[config.mk]
export PLATFORM = sky130hd
export DESIGN_NAME = ysyx_22050612_rf_wb_arbiter_flat
export DESIGN_NICKNAME = d
export VERILOG_FILES = /design/src/rtl/ysyx_22050612_pkg.sv /design/src/rtl/ysyx_22050612_rf_wb_arbiter_if.sv /design/src/rtl/ysyx_22050612_rr_arb2.sv /design/src/rtl/ysyx_22050612_rf_wb_arbiter.sv /design/src/flat_wrapper.sv
export SDC_FILE = /design/constraint.sdc
export NUM_CORES = 1
export LEC_CHECK = 0
export ABC_AREA = 1
export BUFFER_PORTS_ARGS = -buffer_cell sky130_fd_sc_hd__buf_2
export CAP_MARGIN = 20
export CORE_MARGIN = 2
export CORE_UTILIZATION = 30
export CTS_BUF_LIST = sky130_fd_sc_hd__clkbuf_16
export CTS_CLUSTER_SIZE = 12
export DETAILED_ROUTE_END_ITERATION = 16
export SLEW_MARGIN = 40
export SYNTH_ARGS = -nofsm -noshare
export SYNTH_HDL_FRONTEND = slang
export SYNTH_SLANG_ARGS = --single-unit
[constraint.sdc]
create_clock -name clk -period 1.62 [get_ports clk]
set_input_delay 0.324 -clock clk [delete_from_list [all_inputs] [get_ports clk]]
set_output_delay 0.324 -clock clk [all_outputs]
set_load 0.01 [all_outputs]
[src/rtl/ysyx_22050612_pkg.sv]
// ---------------------------------------------------------------------------
// ysyx_22050612_pkg
// Shared constants for the NPC writeback path.
//   XLEN     : default register data width
//   REG_AW   : default register index width (2**REG_AW registers)
//   req_id_e : writeback requester IDs (REQ_EXU = 0, REQ_LSU = 1)
// ---------------------------------------------------------------------------
package ysyx_22050612_pkg;

    localparam int XLEN   = 64;
    localparam int REG_AW = 5;

    typedef enum logic {
        REQ_EXU = 1'b0,
        REQ_LSU = 1'b1
    } req_id_e;

endpackage : ysyx_22050612_pkg

[src/rtl/ysyx_22050612_rf_wb_arbiter_if.sv]
// ---------------------------------------------------------------------------
// ysyx_22050612_rf_wb_arbiter_if
// Bundles the writeback requests, decode scoreboard ports and register-file
// write port of ysyx_22050612_rf_wb_arbiter.
//
// Handshake (both requesters): a transfer happens in any cycle where
// reqN_valid && reqN_ready. Once valid is raised, the requester holds valid,
// addr and data stable until that transfer. ready is combinational from the
// valids and at most one ready is high per cycle.
//
//   slave  modport : arbiter side (takes requests, drives ready/busy/rf_*)
//   master modport : environment side (EXU/LSU/decode/register file)
//   dbg_last_grant : requester granted most recently (arbiter state)
//   dbg_pending    : scoreboard bitmap, one bit per register
// ---------------------------------------------------------------------------
interface ysyx_22050612_rf_wb_arbiter_if #(
    parameter int ADDR_WIDTH = 5,
    parameter int DATA_WIDTH = 64
);
    logic                      req0_valid;
    logic [ADDR_WIDTH-1:0]     req0_addr;
    logic [DATA_WIDTH-1:0]     req0_data;
    logic                      req0_ready;
    logic                      req1_valid;
    logic [ADDR_WIDTH-1:0]     req1_addr;
    logic [DATA_WIDTH-1:0]     req1_data;
    logic                      req1_ready;
    logic                      issue_valid;
    logic [ADDR_WIDTH-1:0]     issue_rd;
    logic [ADDR_WIDTH-1:0]     rs1;
    logic [ADDR_WIDTH-1:0]     rs2;
    logic                      rs1_busy;
    logic                      rs2_busy;
    logic                      rf_wen;
    logic [ADDR_WIDTH-1:0]     rf_waddr;
    logic [DATA_WIDTH-1:0]     rf_wdata;
    logic                      dbg_last_grant;
    logic [(1<<ADDR_WIDTH)-1:0] dbg_pending;

    modport slave (
        input  req0_valid, req0_addr, req0_data,
        input  req1_valid, req1_addr, req1_data,
        input  issue_valid, issue_rd, rs1, rs2,
        output req0_ready, req1_ready, rs1_busy, rs2_busy,
        output rf_wen, rf_waddr, rf_wdata,
        output dbg_last_grant, dbg_pending
    );

    modport master (
        output req0_valid, req0_addr, req0_data,
        output req1_valid, req1_addr, req1_data,
        output issue_valid, issue_rd, rs1, rs2,
        input  req0_ready, req1_ready, rs1_busy, rs2_busy,
        input  rf_wen, rf_waddr, rf_wdata,
        input  dbg_last_grant, dbg_pending
    );

endinterface : ysyx_22050612_rf_wb_arbiter_if

[src/rtl/ysyx_22050612_rr_arb2.sv]
// ---------------------------------------------------------------------------
// ysyx_22050612_rr_arb2
// Two-way round-robin arbiter with combinational grant.
//   clk, rst_n  : clock, asynchronous active-low reset
//   valid[1:0]  : request valids (bit N = requester N)
//   grant[1:0]  : one-hot or zero grant; forced 0 while rst_n is low
//   last_grant  : requester granted most recently (state, exposed for debug)
// On a tie the requester that was not granted last wins. Reset state is
// REQ_LSU so requester 0 wins the first tie. Every grant is a transfer, so
// the state updates on every grant.
// ---------------------------------------------------------------------------
module ysyx_22050612_rr_arb2
    import ysyx_22050612_pkg::*;
(
    input  logic       clk,
    input  logic       rst_n,
    input  logic [1:0] valid,
    output logic [1:0] grant,
    output req_id_e    last_grant
);

    req_id_e last_grant_q;
    req_id_e last_grant_d;

    always_ff @(posedge clk or negedge rst_n) begin
        if (!rst_n) begin
            last_grant_q <= REQ_LSU;
        end else begin
            last_grant_q <= last_grant_d;
        end
    end

    always_comb begin
        grant        = 2'b00;
        last_grant_d = last_grant_q;
        // rst_n gating keeps ready low for the whole reset pulse, not just
        // until the first edge.
        if (rst_n) begin
            if (valid[0] && (!valid[1] || last_grant_q == REQ_LSU)) begin
                grant[0] = 1'b1;
            end else if (valid[1]) begin
                grant[1] = 1'b1;
            end
        end
        if (grant[0]) begin
            last_grant_d = REQ_EXU;
        end else if (grant[1]) begin
            last_grant_d = REQ_LSU;
        end
    end

    assign last_grant = last_grant_q;

endmodule : ysyx_22050612_rr_arb2

[src/rtl/ysyx_22050612_rf_wb_arbiter.sv]
// ---------------------------------------------------------------------------
// ysyx_22050612_rf_wb_arbiter
// Shares the single register-file write port between the EXU result path
// (req0) and the LSU load path (req1), and keeps a pending-write bitmap so
// decode can stall on read-after-write hazards.
//   clk, rst_n : clock, asynchronous active-low reset
//   bus        : ysyx_22050612_rf_wb_arbiter_if.slave
//                requests in, ready out; issue/rs in, busy out;
//                registered rf_wen/rf_waddr/rf_wdata out (1-cycle latency).
// Writes to x0 are accepted but never enabled at the register file.
// Optional: define YSYX_22050612_RF_WB_TRACE_EN for a per-write trace line
// (simulation only) with a 64-bit cycle counter.
// ---------------------------------------------------------------------------
module ysyx_22050612_rf_wb_arbiter
    import ysyx_22050612_pkg::*;
#(
    parameter int ADDR_WIDTH = REG_AW,
    parameter int DATA_WIDTH = XLEN
) (
    input logic                          clk,
    input logic                          rst_n,
    ysyx_22050612_rf_wb_arbiter_if.slave bus
);

    localparam int NREG = 1 << ADDR_WIDTH;

    logic [1:0]            grant;
    req_id_e               last_grant;
    logic                  accept;
    logic [ADDR_WIDTH-1:0] sel_addr;
    logic [DATA_WIDTH-1:0] sel_data;

    logic                  rf_wen_q,   rf_wen_d;
    logic [ADDR_WIDTH-1:0] rf_waddr_q, rf_waddr_d;
    logic [DATA_WIDTH-1:0] rf_wdata_q, rf_wdata_d;
    logic [NREG-1:0]       pending_q,  pending_d;

    ysyx_22050612_rr_arb2 u_arb (
        .clk        (clk),
        .rst_n      (rst_n),
        .valid      ({bus.req1_valid, bus.req0_valid}),
        .grant      (grant),
        .last_grant (last_grant)
    );

    assign accept   = grant[0] | grant[1];
    assign sel_addr = grant[1] ? bus.req1_addr : bus.req0_addr;
    assign sel_data = grant[1] ? bus.req1_data : bus.req0_data;

    always_comb begin
        rf_wen_d   = accept && (sel_addr != '0);
        rf_waddr_d = rf_waddr_q;
        rf_wdata_d = rf_wdata_q;
        if (accept) begin
            rf_waddr_d = sel_addr;
            rf_wdata_d = sel_data;
        end

        // Clear first, then set: a new producer issued in the same cycle as
        // an older write commits keeps the register busy.
        pending_d = pending_q;
        if (accept) begin
            pending_d[sel_addr] = 1'b0;
        end
        if (bus.issue_valid && bus.issue_rd != '0) begin
            pending_d[bus.issue_rd] = 1'b1;
        end
        pending_d[0] = 1'b0;
    end

    always_ff @(posedge clk or negedge rst_n) begin
        if (!rst_n) begin
            rf_wen_q   <= 1'b0;
            rf_waddr_q <= '0;
            rf_wdata_q <= '0;
            pending_q  <= '0;
        end else begin
            rf_wen_q   <= rf_wen_d;
            rf_waddr_q <= rf_waddr_d;
            rf_wdata_q <= rf_wdata_d;
            pending_q  <= pending_d;
        end
    end

    assign bus.req0_ready     = grant[0];
    assign bus.req1_ready     = grant[1];
    // Not bypassed: a write accepted this cycle still reads busy until the edge.
    assign bus.rs1_busy       = pending_q[bus.rs1];
    assign bus.rs2_busy       = pending_q[bus.rs2];
    assign bus.rf_wen         = rf_wen_q;
    assign bus.rf_waddr       = rf_waddr_q;
    assign bus.rf_wdata       = rf_wdata_q;
    assign bus.dbg_last_grant = last_grant;
    assign bus.dbg_pending    = pending_q;

`ifdef YSYX_22050612_RF_WB_TRACE_EN
    logic [63:0] cycle_q;
    req_id_e     wb_src_q;

    always_ff @(posedge clk or negedge rst_n) begin
        if (!rst_n) begin
            cycle_q  <= '0;
            wb_src_q <= REQ_EXU;
        end else begin
            cycle_q  <= cycle_q + 64'd1;
            if (accept) begin
                wb_src_q <= grant[1] ? REQ_LSU : REQ_EXU;
            end
        end
    end

    always_ff @(posedge clk) begin
        if (rf_wen_q) begin
            $display("rf_wb cycle=%0d src=%0d waddr=%h wdata=%h",
                     cycle_q, wb_src_q, rf_waddr_q, rf_wdata_q);
        end
    end
`else
`endif

endmodule : ysyx_22050612_rf_wb_arbiter

[src/flat_wrapper.sv]
// flat-port wrapper written by rule: the top's interface ports become plain ports
module ysyx_22050612_rf_wb_arbiter_flat import ysyx_22050612_pkg::*;
#(
    parameter int ADDR_WIDTH = REG_AW,
    parameter int DATA_WIDTH = XLEN
)
  (clk, rst_n, bus_req0_valid, bus_req0_addr, bus_req0_data, bus_req1_valid, bus_req1_addr, bus_req1_data, bus_issue_valid, bus_issue_rd, bus_rs1, bus_rs2, bus_req0_ready, bus_req1_ready, bus_rs1_busy, bus_rs2_busy, bus_rf_wen, bus_rf_waddr, bus_rf_wdata, bus_dbg_last_grant, bus_dbg_pending);
  ysyx_22050612_rf_wb_arbiter_if #(.ADDR_WIDTH(ADDR_WIDTH), .DATA_WIDTH(DATA_WIDTH)) bus_i ();
  input logic clk;
  input logic rst_n;
  input wire logic [$bits(bus_i.req0_valid)-1:0] bus_req0_valid;
  input wire logic [$bits(bus_i.req0_addr)-1:0] bus_req0_addr;
  input wire logic [$bits(bus_i.req0_data)-1:0] bus_req0_data;
  input wire logic [$bits(bus_i.req1_valid)-1:0] bus_req1_valid;
  input wire logic [$bits(bus_i.req1_addr)-1:0] bus_req1_addr;
  input wire logic [$bits(bus_i.req1_data)-1:0] bus_req1_data;
  input wire logic [$bits(bus_i.issue_valid)-1:0] bus_issue_valid;
  input wire logic [$bits(bus_i.issue_rd)-1:0] bus_issue_rd;
  input wire logic [$bits(bus_i.rs1)-1:0] bus_rs1;
  input wire logic [$bits(bus_i.rs2)-1:0] bus_rs2;
  output wire logic [$bits(bus_i.req0_ready)-1:0] bus_req0_ready;
  output wire logic [$bits(bus_i.req1_ready)-1:0] bus_req1_ready;
  output wire logic [$bits(bus_i.rs1_busy)-1:0] bus_rs1_busy;
  output wire logic [$bits(bus_i.rs2_busy)-1:0] bus_rs2_busy;
  output wire logic [$bits(bus_i.rf_wen)-1:0] bus_rf_wen;
  output wire logic [$bits(bus_i.rf_waddr)-1:0] bus_rf_waddr;
  output wire logic [$bits(bus_i.rf_wdata)-1:0] bus_rf_wdata;
  output wire logic [$bits(bus_i.dbg_last_grant)-1:0] bus_dbg_last_grant;
  output wire logic [$bits(bus_i.dbg_pending)-1:0] bus_dbg_pending;
  assign bus_i.req0_valid = bus_req0_valid;
  assign bus_i.req0_addr = bus_req0_addr;
  assign bus_i.req0_data = bus_req0_data;
  assign bus_i.req1_valid = bus_req1_valid;
  assign bus_i.req1_addr = bus_req1_addr;
  assign bus_i.req1_data = bus_req1_data;
  assign bus_i.issue_valid = bus_issue_valid;
  assign bus_i.issue_rd = bus_issue_rd;
  assign bus_i.rs1 = bus_rs1;
  assign bus_i.rs2 = bus_rs2;
  assign bus_req0_ready = bus_i.req0_ready;
  assign bus_req1_ready = bus_i.req1_ready;
  assign bus_rs1_busy = bus_i.rs1_busy;
  assign bus_rs2_busy = bus_i.rs2_busy;
  assign bus_rf_wen = bus_i.rf_wen;
  assign bus_rf_waddr = bus_i.rf_waddr;
  assign bus_rf_wdata = bus_i.rf_wdata;
  assign bus_dbg_last_grant = bus_i.dbg_last_grant;
  assign bus_dbg_pending = bus_i.dbg_pending;
  ysyx_22050612_rf_wb_arbiter #(.ADDR_WIDTH(ADDR_WIDTH), .DATA_WIDTH(DATA_WIDTH)) u_core (.clk(clk), .rst_n(rst_n), .bus(bus_i));
endmodule
==> summary.md <==
| Metric | Value |
|---|---|
| Post-DR vias/cell | 4.63 |
| Clk buf depth | 2 |
| Avg Inst Size Synth | about 7.3 um^2 |
| Core area | between 15000 and 20000 um^2 |
| Vias after detailed routing | 5992 |
| Final WS setup | -0.145 ns |
| Design Area, Final | 8110 um^2 |
| Clk sinks | approximately 100 |
| Post-Syn Instances | between 700 and 800 |
| Min cycle time layout | roughly 1.8 ns |
| Mapped Nets | roughly 900 |
| Pre-CTS WS | -0.0489 ns |
| Synthesis warning total | 0 |
| Dpl hpwl | between 10000 and 15000 um |
| Largest net degree at the start of global routing | 66 |
| Slew Limit Fails | 0 |
| WS Path Type | register to primary output |
| Total die area | between 15000 and 20000 um^2 |
| Port Buffers | ~260 |
| Register area share after synthesis | a little under half |
| DRT Pass-1 Iters | 7 |
| DRC | 0 |
| #FFs+latches synth | between 100 and 150 |
| CP Capture Type | primary output |
| Layout cells sized above 1 | approximately two fifths |
| Final hold violations | 0 |
| Area Overhead vs Synth | 47.5% |
| Final nets | about 1200 |
| R2R setup slack | -0.12 ns |
| Setup violators final | 35 |
| Overall Global Routing Usage | 20.2% |
| Relative max-transition margin | 59.5% |
| Fmax | approximately 570 MHz |
| Antenna violations before repair | 3 |
| Max incr delay on CP | about 0.45 ns |
| 1st-iter DRT viols | 305 |
| Clk root buf | clkbuf_16 |
| Dpl cell area | approximately 7300 um^2 |
| Power per standard cell area | 1080 nW/um^2 |
| WHS | between 0.08 and 0.09 ns |
| Static Leak | about 4.4 nW |
| WL/cell | 15.5 um |
| TritonCTS buffer count | 9 |
| Worst EP required | 1.30 ns |
| Library cells used by synthesis | 24 |
| Congestion Overflow GR | 0 |
| Clk_skew | ~0.0094 ns |
| Crit path max fanout | 4 |
| Total Wirelength | about 20000 um |
| Clk pin slew, worst setup/hold paths | 0.07 ns |
| Fin cells | between 1000 and 1500 |
| Hold WC Path Type | input pin to async pin |
| Die Wd | between 100 and 150 um |
| Synthesized cell area | around 5500 um^2 |
| Sequence of cells on the critical path | o211ai_1 -> nand3_1 -> nand3_1 -> nand2_1 -> nand2_1 -> nand2_1 -> buf_2 |
| Antenna Nets Post-Route | 0 |
| Clk_lat worst skew | approximately 0.35 ns |
| Worst Path Arrival | about 1.4 ns |
| First-pass GRT wire length | a little over 30000 um |
| Failing checks | negative setup slack |
| CTS tree | yes |
| Initial Util | approximately 31% |
| Max-Cap Viols | 0 |
| Unrepaired setup endpoints after global routing | yes |
| IO Count | around 270 |
| Dpl cells | ~1200 |
| Most used cell, CP | nand2_1 |
| Max VDD drop | between 0.5 and 0.6 mV |
| Critical path's slowest cell | dfrtp_2 |
| Worst setup SP type | register |
| Worst-Margin Slew | between 0.6 and 0.7 ns |
| Global placer's final weighted congestion | 0.860 |
| Die H | 139 um |
| Period utilization | 109% |
| Cell row count | 49 |
| Htree depth | 3 |
| Vias in the first global route | roughly 5700 |
| Status | complete, but fails checks |
-- power breakdown --
part	switching (mW)	total, mW	internal [mW]
Combinational	1.49	2.70	1.22
Clock	1.04	2.58	1.53
Sequential	0.459	3.52	3.06
-- cell families after synthesis --
| logic type | after synthesis | share of synthesized area [%] |
|---|---|---|
| flip-flops | 102 | 46.4 |
| other | 1 | 0.0682 |
| buffers and inverters | 69 | 5.78 |
| AND/OR/NAND/NOR | 568 | 46.2 |
| AO/OA/AOI/OAI | 12 | 1.57 |
-- Yosys cell counts --
| cell type | count | area, um^2 |
|---|---|---|
| a21oi_1 | 1 | 5.00 |
| buf_12 | 1 | 20.0 |
| buf_2 | 23 | 115 |
| buf_4 | 3 | 22.5 |
| clkbuf_1 | 7 | 26.3 |
| conb_1 | 1 | 3.75 |
| dfrtp_1 | 101 | 2530 |
| dfstp_2 | 1 | 26.3 |
| inv_1 | 33 | 124 |
| inv_2 | 1 | 3.75 |
| inv_4 | 1 | 6.26 |
| nand2_1 | 383 | 1440 |
| nand2_2 | 8 | 50.1 |
| nand2_4 | 13 | 146 |
| nand2_8 | 1 | 20.0 |
| nand3_1 | 138 | 691 |
| nand3b_1 | 1 | 7.51 |
| nor2_1 | 2 | 7.51 |
| nor2_2 | 1 | 6.26 |
| nor2_4 | 11 | 124 |
| nor3_1 | 10 | 50.1 |
| o211ai_1 | 6 | 45.0 |
| o21ai_0 | 4 | 20.0 |
| o21ai_4 | 1 | 16.3 |
-- repair_timing --
item / in CTS / in global routing
pin swaps: 26 / 33
setup endpoints to repair: 20 / 105
hold buffers: 0 / 0
gates resized for setup: 22 / 32
cloned: 2 / 0
setup buffers: 25 / 3
-- metal layers --
metal  GRT usage (%)  part of all wire, %
met4            5.37                  1.7
met2            31.9                   48
met5               0                0.065
met1            27.3                   44
met3            5.57                  7.1
-- worst max-delay path: cells and delay by family (launching register included) --
family,cells,cell delay (ns)
AOI/OAI and AO/OA,1,0.20
buffers and inverters,1,0.13
DFF,1,0.45
and+or+nand+nor,5,0.33
-- cells in the final DEF, fill, tap and decap left out --
master,count
nor3_1,10
bufbuf_16,2
diode_2,2
inv_6,2
buf_12,9
dfstp_2,1
nand2_2,6
bufinv_16,3
nand2_8,3
inv_8,3
dfrtp_2,7
nor2_4,12
buf_4,50
dfrtp_1,94
o21ai_0,4
buf_6,7
nand3_4,3
nand2_1,377
nand2_4,19
inv_2,7
clkinvlp_4,1
conb_1,1
buf_2,260
nor2_1,2
nand3_2,2
inv_1,25
clkbuf_16,9
inv_4,1
a21oi_2,1
o21ai_4,1
o211ai_1,6
nand3b_1,1
nand3_1,133
-- cell type report --
class                   count  area, um^2
clock inverters             7         126
inverters                  35         149
well taps                 229         287
repair buffers            328        2000
clock buffers               9         225
multi-input cells         581        2760
flip-flops and latches    102        2560
fillers                  1856        9850
diodes                      2        5.00
-- path summary, 6_finish.rpt --
kind                                      startpoint                         end  depth (start not counted)
max in group asynchronous                      rst_n     u_core.bus.rf_wdata[22]                          2
hold / removal                                 rst_n      u_core.bus.rf_waddr[1]                          2
setup reg to reg             u_core.u_arb.last_grant  u_core.bus.dbg_pending[18]                         13
min in group clk                   bus_req0_data[40]     u_core.bus.rf_wdata[40]                          3
hold reg to reg              u_core.bus.rf_wdata[15]     u_core.bus.rf_wdata[15]                          2
setup / recovery           u_core.bus.dbg_pending[2]                bus_rs2_busy                          7
-- metrics by stage --
stage	total power [mW]	TNS (ns)	util, %
finish	8.80	-2.78	45.2
global route	9.29	-5.65	45.2
CTS	8.81	-3.53	44.3
detailed placement	5.92	-0.422	40.6
global placement	5.89	-0.0147	40.6
floorplan	4.63	0	-
-- state kept, by name, summed over array words and instances (netlist names) --
| name | flops |
|---|---|
| u_core.u_arb.last_grant | 1 |
| u_core.bus.dbg_pending | 31 |
| u_core.bus.rf_waddr | 5 |
| u_core.bus.rf_wen | 1 |
| u_core.bus.rf_wdata | 64 |
Note: power is estimated with default switching activity, not from simulation.
